**config.mk**
```make
export PLATFORM = sky130hd
export DESIGN_NAME = pipeline_ifp_fetch_ctrl
export DESIGN_NICKNAME = d
export VERILOG_FILES = /design/src/rtl/pipeline_ifp_pkg.sv /design/src/rtl/pipeline_ifp_fetch_ctrl_addr_decode.sv /design/src/rtl/pipeline_ifp_fetch_ctrl.sv
export SDC_FILE = /design/constraint.sdc
export NUM_CORES = 1
export LEC_CHECK = 0
export CAP_MARGIN = 40
export CORE_UTILIZATION = 30
export DETAILED_ROUTE_END_ITERATION = 8
export PLACE_DENSITY = 0.66
export SETUP_SLACK_MARGIN = 0.02
export SYNTH_ARGS = -nofsm -noshare
export SYNTH_HDL_FRONTEND = slang
export SYNTH_HIERARCHICAL = 1
export SYNTH_SLANG_ARGS = --single-unit
```
**constraint.sdc**
```tcl
create_clock -name clk -period 3.58 [get_ports clk]
set_clock_uncertainty 0.1 [all_clocks]
set_input_delay 1.074 -clock clk [delete_from_list [all_inputs] [get_ports clk]]
set_output_delay 1.074 -clock clk [all_outputs]
set_load 0.005 [all_outputs]
```
**src/rtl/pipeline_ifp_pkg.sv**
```systemverilog
// pipeline_ifp_pkg: shared types and constants for the instruction-fetch-prepare stage
package pipeline_ifp_pkg;
  typedef enum logic [1:0] {IDLE, WAIT, DISCARD} ifp_state_t;
  localparam int INSTR_BYTES = 4;
  localparam logic [63:0] ROM_BASE_DEF = 64'h0000_0000_0000_0000;
  localparam logic [63:0] ROM_SIZE_DEF = 64'h0000_0000_0000_1000;
endpackage

```
**src/rtl/pipeline_ifp_fetch_ctrl_addr_decode.sv**
```systemverilog
// ifp_addr_decode: maps an address to the ROM (0) or DRAM (1) channel
// Ports: i_addr = byte address, o_dram_sel = 1 when i_addr lies outside the ROM window
module ifp_addr_decode import pipeline_ifp_pkg::*; #(
  parameter logic [63:0] ROM_BASE = ROM_BASE_DEF,
  parameter logic [63:0] ROM_SIZE = ROM_SIZE_DEF
) (
  input  logic [63:0] i_addr,
  output logic        o_dram_sel
);
  // Unsigned offset wraps to a huge value below ROM_BASE, so one compare covers both bounds
  assign o_dram_sel = (i_addr - ROM_BASE) >= ROM_SIZE;
endmodule

```
**src/rtl/pipeline_ifp_fetch_ctrl.sv**
```systemverilog
// pipeline_ifp_fetch_ctrl: fetch PC owner, ROM/DRAM channel select and DRAM fetch handshake
// Ports: clk, reset (async active-low), stall/redirect_valid/redirect_pc from later stages,
// pc_IFP/if_channel_sel/rom_addr to the fetch-ready stage, dram_req/dram_addr/dram_data_ready
// to the DRAM side, fetch_stall to the hazard unit.
// Optional macro PIPELINE_IFP_MISALIGN_EN adds fetch_misalign and suppresses misaligned fetches.
module pipeline_ifp_fetch_ctrl import pipeline_ifp_pkg::*; #(
  parameter logic [63:0] RESET_PC = 64'h0000_0000_0000_0000,
  parameter logic [63:0] ROM_BASE = ROM_BASE_DEF,
  parameter logic [63:0] ROM_SIZE = ROM_SIZE_DEF
) (
  input  logic        clk,
  input  logic        reset,
  input  logic        stall,
  input  logic        redirect_valid,
  input  logic [63:0] redirect_pc,
  output logic [63:0] pc_IFP,
  output logic        if_channel_sel,
  output logic [63:0] rom_addr,
  output logic        dram_req,
  output logic [63:0] dram_addr,
  input  logic        dram_data_ready,
  output logic        fetch_stall
`ifdef PIPELINE_IFP_MISALIGN_EN
  ,
  output logic        fetch_misalign
`endif
);
  logic [63:0] r_pc;
  ifp_state_t  r_state;
  logic        w_mis;
  logic        w_complete;
  // Low PC bits never steer the channel
  ifp_addr_decode #(.ROM_BASE(ROM_BASE), .ROM_SIZE(ROM_SIZE)) u_dec (
    .i_addr     ({r_pc[63:2], 2'b00}),
    .o_dram_sel (if_channel_sel)
  );
`ifdef PIPELINE_IFP_MISALIGN_EN
  assign w_mis = |r_pc[1:0];
  assign fetch_misalign = w_mis;
`else
  assign w_mis = 1'b0;
`endif
  assign pc_IFP      = r_pc;
  assign rom_addr    = r_pc;
  assign dram_req    = !w_mis && (r_state == WAIT || (r_state == IDLE && if_channel_sel));
  assign dram_addr   = dram_req ? r_pc : '0;
  assign fetch_stall = r_state == DISCARD || (dram_req && !dram_data_ready);
  // ROM completes at once from IDLE; DRAM completes on ready from IDLE or WAIT
  assign w_complete  = !w_mis && (r_state == IDLE ? (!if_channel_sel || dram_data_ready)
                                                  : (r_state == WAIT && dram_data_ready));
  always_ff @(posedge clk or negedge reset) begin
    if (!reset) begin
      r_pc    <= RESET_PC;
      r_state <= IDLE;
    end else begin
      r_pc <= redirect_valid ? redirect_pc :
              (stall || fetch_stall) ? r_pc :
              w_complete ? r_pc + 64'(INSTR_BYTES) : r_pc;
      case (r_state)
        IDLE:    if (dram_req && !dram_data_ready) r_state <= WAIT;
        // Ready together with a redirect belongs to the old PC, so nothing is left to discard
        WAIT:    if (dram_data_ready) r_state <= IDLE;
                 else if (redirect_valid) r_state <= DISCARD;
        DISCARD: if (dram_data_ready) r_state <= IDLE;
        default: r_state <= IDLE;
      endcase
    end
  end
endmodule

```
==> results.cfg <==
[yosys]
syn_inst = 619
synth_area_per_cell_um2 = 8.168
yosysWarnings = 6
synth_nets = 689
synth_area_um2 = 5056

[clocking]
hold_buffers = 0
cts.sinks = 66
cts.htree.levels = 3
clkTransAtPathRegs_ns = 0.06
clock_latency_ns = 0.34
cts_buffer_depth = 2
tritoncts = built
cts_buffers = 9
cts_root_buffer = clkbuf_16

[finish]
final_common_cell = clkdlybuf4s50_1
seq_area_um2 = 1652
multiInputGateArea_um2 = 3018
layout_common_cells = clkdlybuf4s50_1 (194), buf_4 (76), dfrtp_1 (66)
final_cells = 1119
fill_cells = 1513
area_delta_synth_final_pct = 73.79
fin_area_um2 = 8787
drive_above_1_share_pct = 29.37
nNetsFinal = 964
diodes = 0

[status]
status = complete, but fails checks
violations = setup timing

[place]
gp_congestion = 0.8682
placed_cells = 1082
dpl.hpwl_mm = 14.25
portBuffers = 263
placed_cell_area_um2 = 7953

[min_path]
hold_class = primary input to asynchronous set/reset pin

[setup_path]
cp-endpoint = dram_addr[2]
cp-startpoint = pc_IFP[43]$_DFFE_PN0P_
crit_fanout = 7
cp.arrival_ns = 2.62
timing.rr.end = pc_IFP[40]$_DFFE_PN0P_
required_ns = 2.41
crit_path_start_kind = flip-flop
worst_r2r_path_depth = 12
r2r-start = pc_IFP[43]$_DFFE_PN0P_
end_kind = output pin
path_class = flip-flop to output pin
r2r_slack_ns = 0.01

[timing]
rsz0062_at_grt = yes
hold_viol = 0
tightest_slew_ns = 0.7166
finalCritPeriodShare_pct = 106.1
slew_violations = 0
layout_setup_ws_ns = -0.2184
max_freq_mhz = 263.3
setup_viol = 63
slew_headroom_pct = 51.86
period_minus_slack_ns = 3.798

[grt]
grt_util_all_layers_pct = 23.03
grt_pass1_vias = 5388
grt_pass1_wl_mm = 30.85
grt_start_max_net_pins = 56
antenna_found_initial = 0
grt-ovfl-total = 0

[route]
drtPass1Iterations = 5
routed_wirelength_mm = 20.15
drt-initial-drc-count = 326
drtAntennaViolNets = 0
drc = 0
wl_per_cell_um = 18.01
via_per_inst = 5.046
dr_total_vias = 5647

[die]
core_um2 = 16520
start_util_pct = 30.60
rows = 47
fp.dieArea_um2 = 17380
io_pins = 264
die_w_um = 131.8
die_y_um = 131.8

[power]
p_per_area_nw_per_um2 = 354.5
leakage_nw = 3.576
ir_drop_v = 0.0002113

[run]
drv_cap = 0
worst min path at each step:
stage | cells after the start | start | endpoint
finish | 1 | reset | pc_IFP[38]$_DFFE_PN0P_
global route | 1 | reset | pc_IFP[38]$_DFFE_PN0P_
CTS | 1 | reset | pc_IFP[38]$_DFFE_PN0P_
detailed placement | 1 | pc_IFP[1]$_DFFE_PN0P_ | pc_IFP[1]$_DFFE_PN0P_
global placement | 1 | pc_IFP[1]$_DFFE_PN0P_ | pc_IFP[1]$_DFFE_PN0P_
floorplan | 1 | pc_IFP[0]$_DFFE_PN0P_ | pc_IFP[0]$_DFFE_PN0P_
where the power goes:
group          leakage [nW]  total (mW)  internal, mW  switching (mW)
clock network         0.169        1.07         0.719           0.348
registers             0.777       0.890         0.818          0.0722
logic                  2.63        1.16         0.707           0.450
total                  3.58        3.11          2.24           0.871
metrics by stage:
| step | hold WS, ns | TNS [ns] | total power, mW | setup slack [ns] | util, % |
|---|---|---|---|---|---|
| 2_1_floorplan | 0.4425 | 0 | 1.314 | 0.1296 | - |
| 3_3_place_gp | 0.4551 | -9.262 | 1.943 | -0.1704 | 47.84 |
| 3_5_place_dp | 0.4852 | -8.172 | 1.957 | -0.2144 | 48.13 |
| 4_1_cts | 0.4896 | -14.09 | 3.091 | -0.3028 | 52.68 |
| 5_1_grt | 0.5030 | -11.86 | 3.250 | -0.2803 | 53.18 |
| 6_report | 0.4919 | -6.856 | 3.115 | -0.2184 | 53.18 |
layer usage:
metal  GRT usage [%]  part of all wire (%)  wire length (um)  vias to the layer above
li1                -                     -                 -                     2699
met1           30.00                    44              8853                     2653
met2           38.36                    47              9557                      271
met3           3.998                   6.9              1382                       24
met4           7.881                   1.8               356                        0
met5               0                     0                 0                        -
cell type report:
class	instances	area share, %
clock buffer	12	2.919
multi-input combinational	448	34.34
inverter	9	0.3845
timing repair buffer	360	39.31
clock inverter	4	1.111
tap	220	3.133
sequential	66	18.80
what timing repair did:
| item | CTS | global route |
|---|---|---|
| setup endpoints to repair | 67 | 82 |
| cloned | 6 | 0 |
| pin swaps | 31 | 8 |
| resized for setup | 304 | 71 |
| setup buffers | 15 | 2 |
sequential cells by signal, indices dropped and copies added (netlist names):
register  flops
r_state       2
pc_IFP       64
worst max-delay path, cell delays in order (launching register included):
cell and delay [ns]:
dfrtp_1 0.38, nor4_2 0.35, nand4_1 0.14, or4_4 0.58, nor2_4 0.15, nor2_4 0.12
buf_6 0.16, buf_16 0.14, and2_4 0.15, buf_6 0.10
No activity file was read; power rests on OpenSTA's default activity.
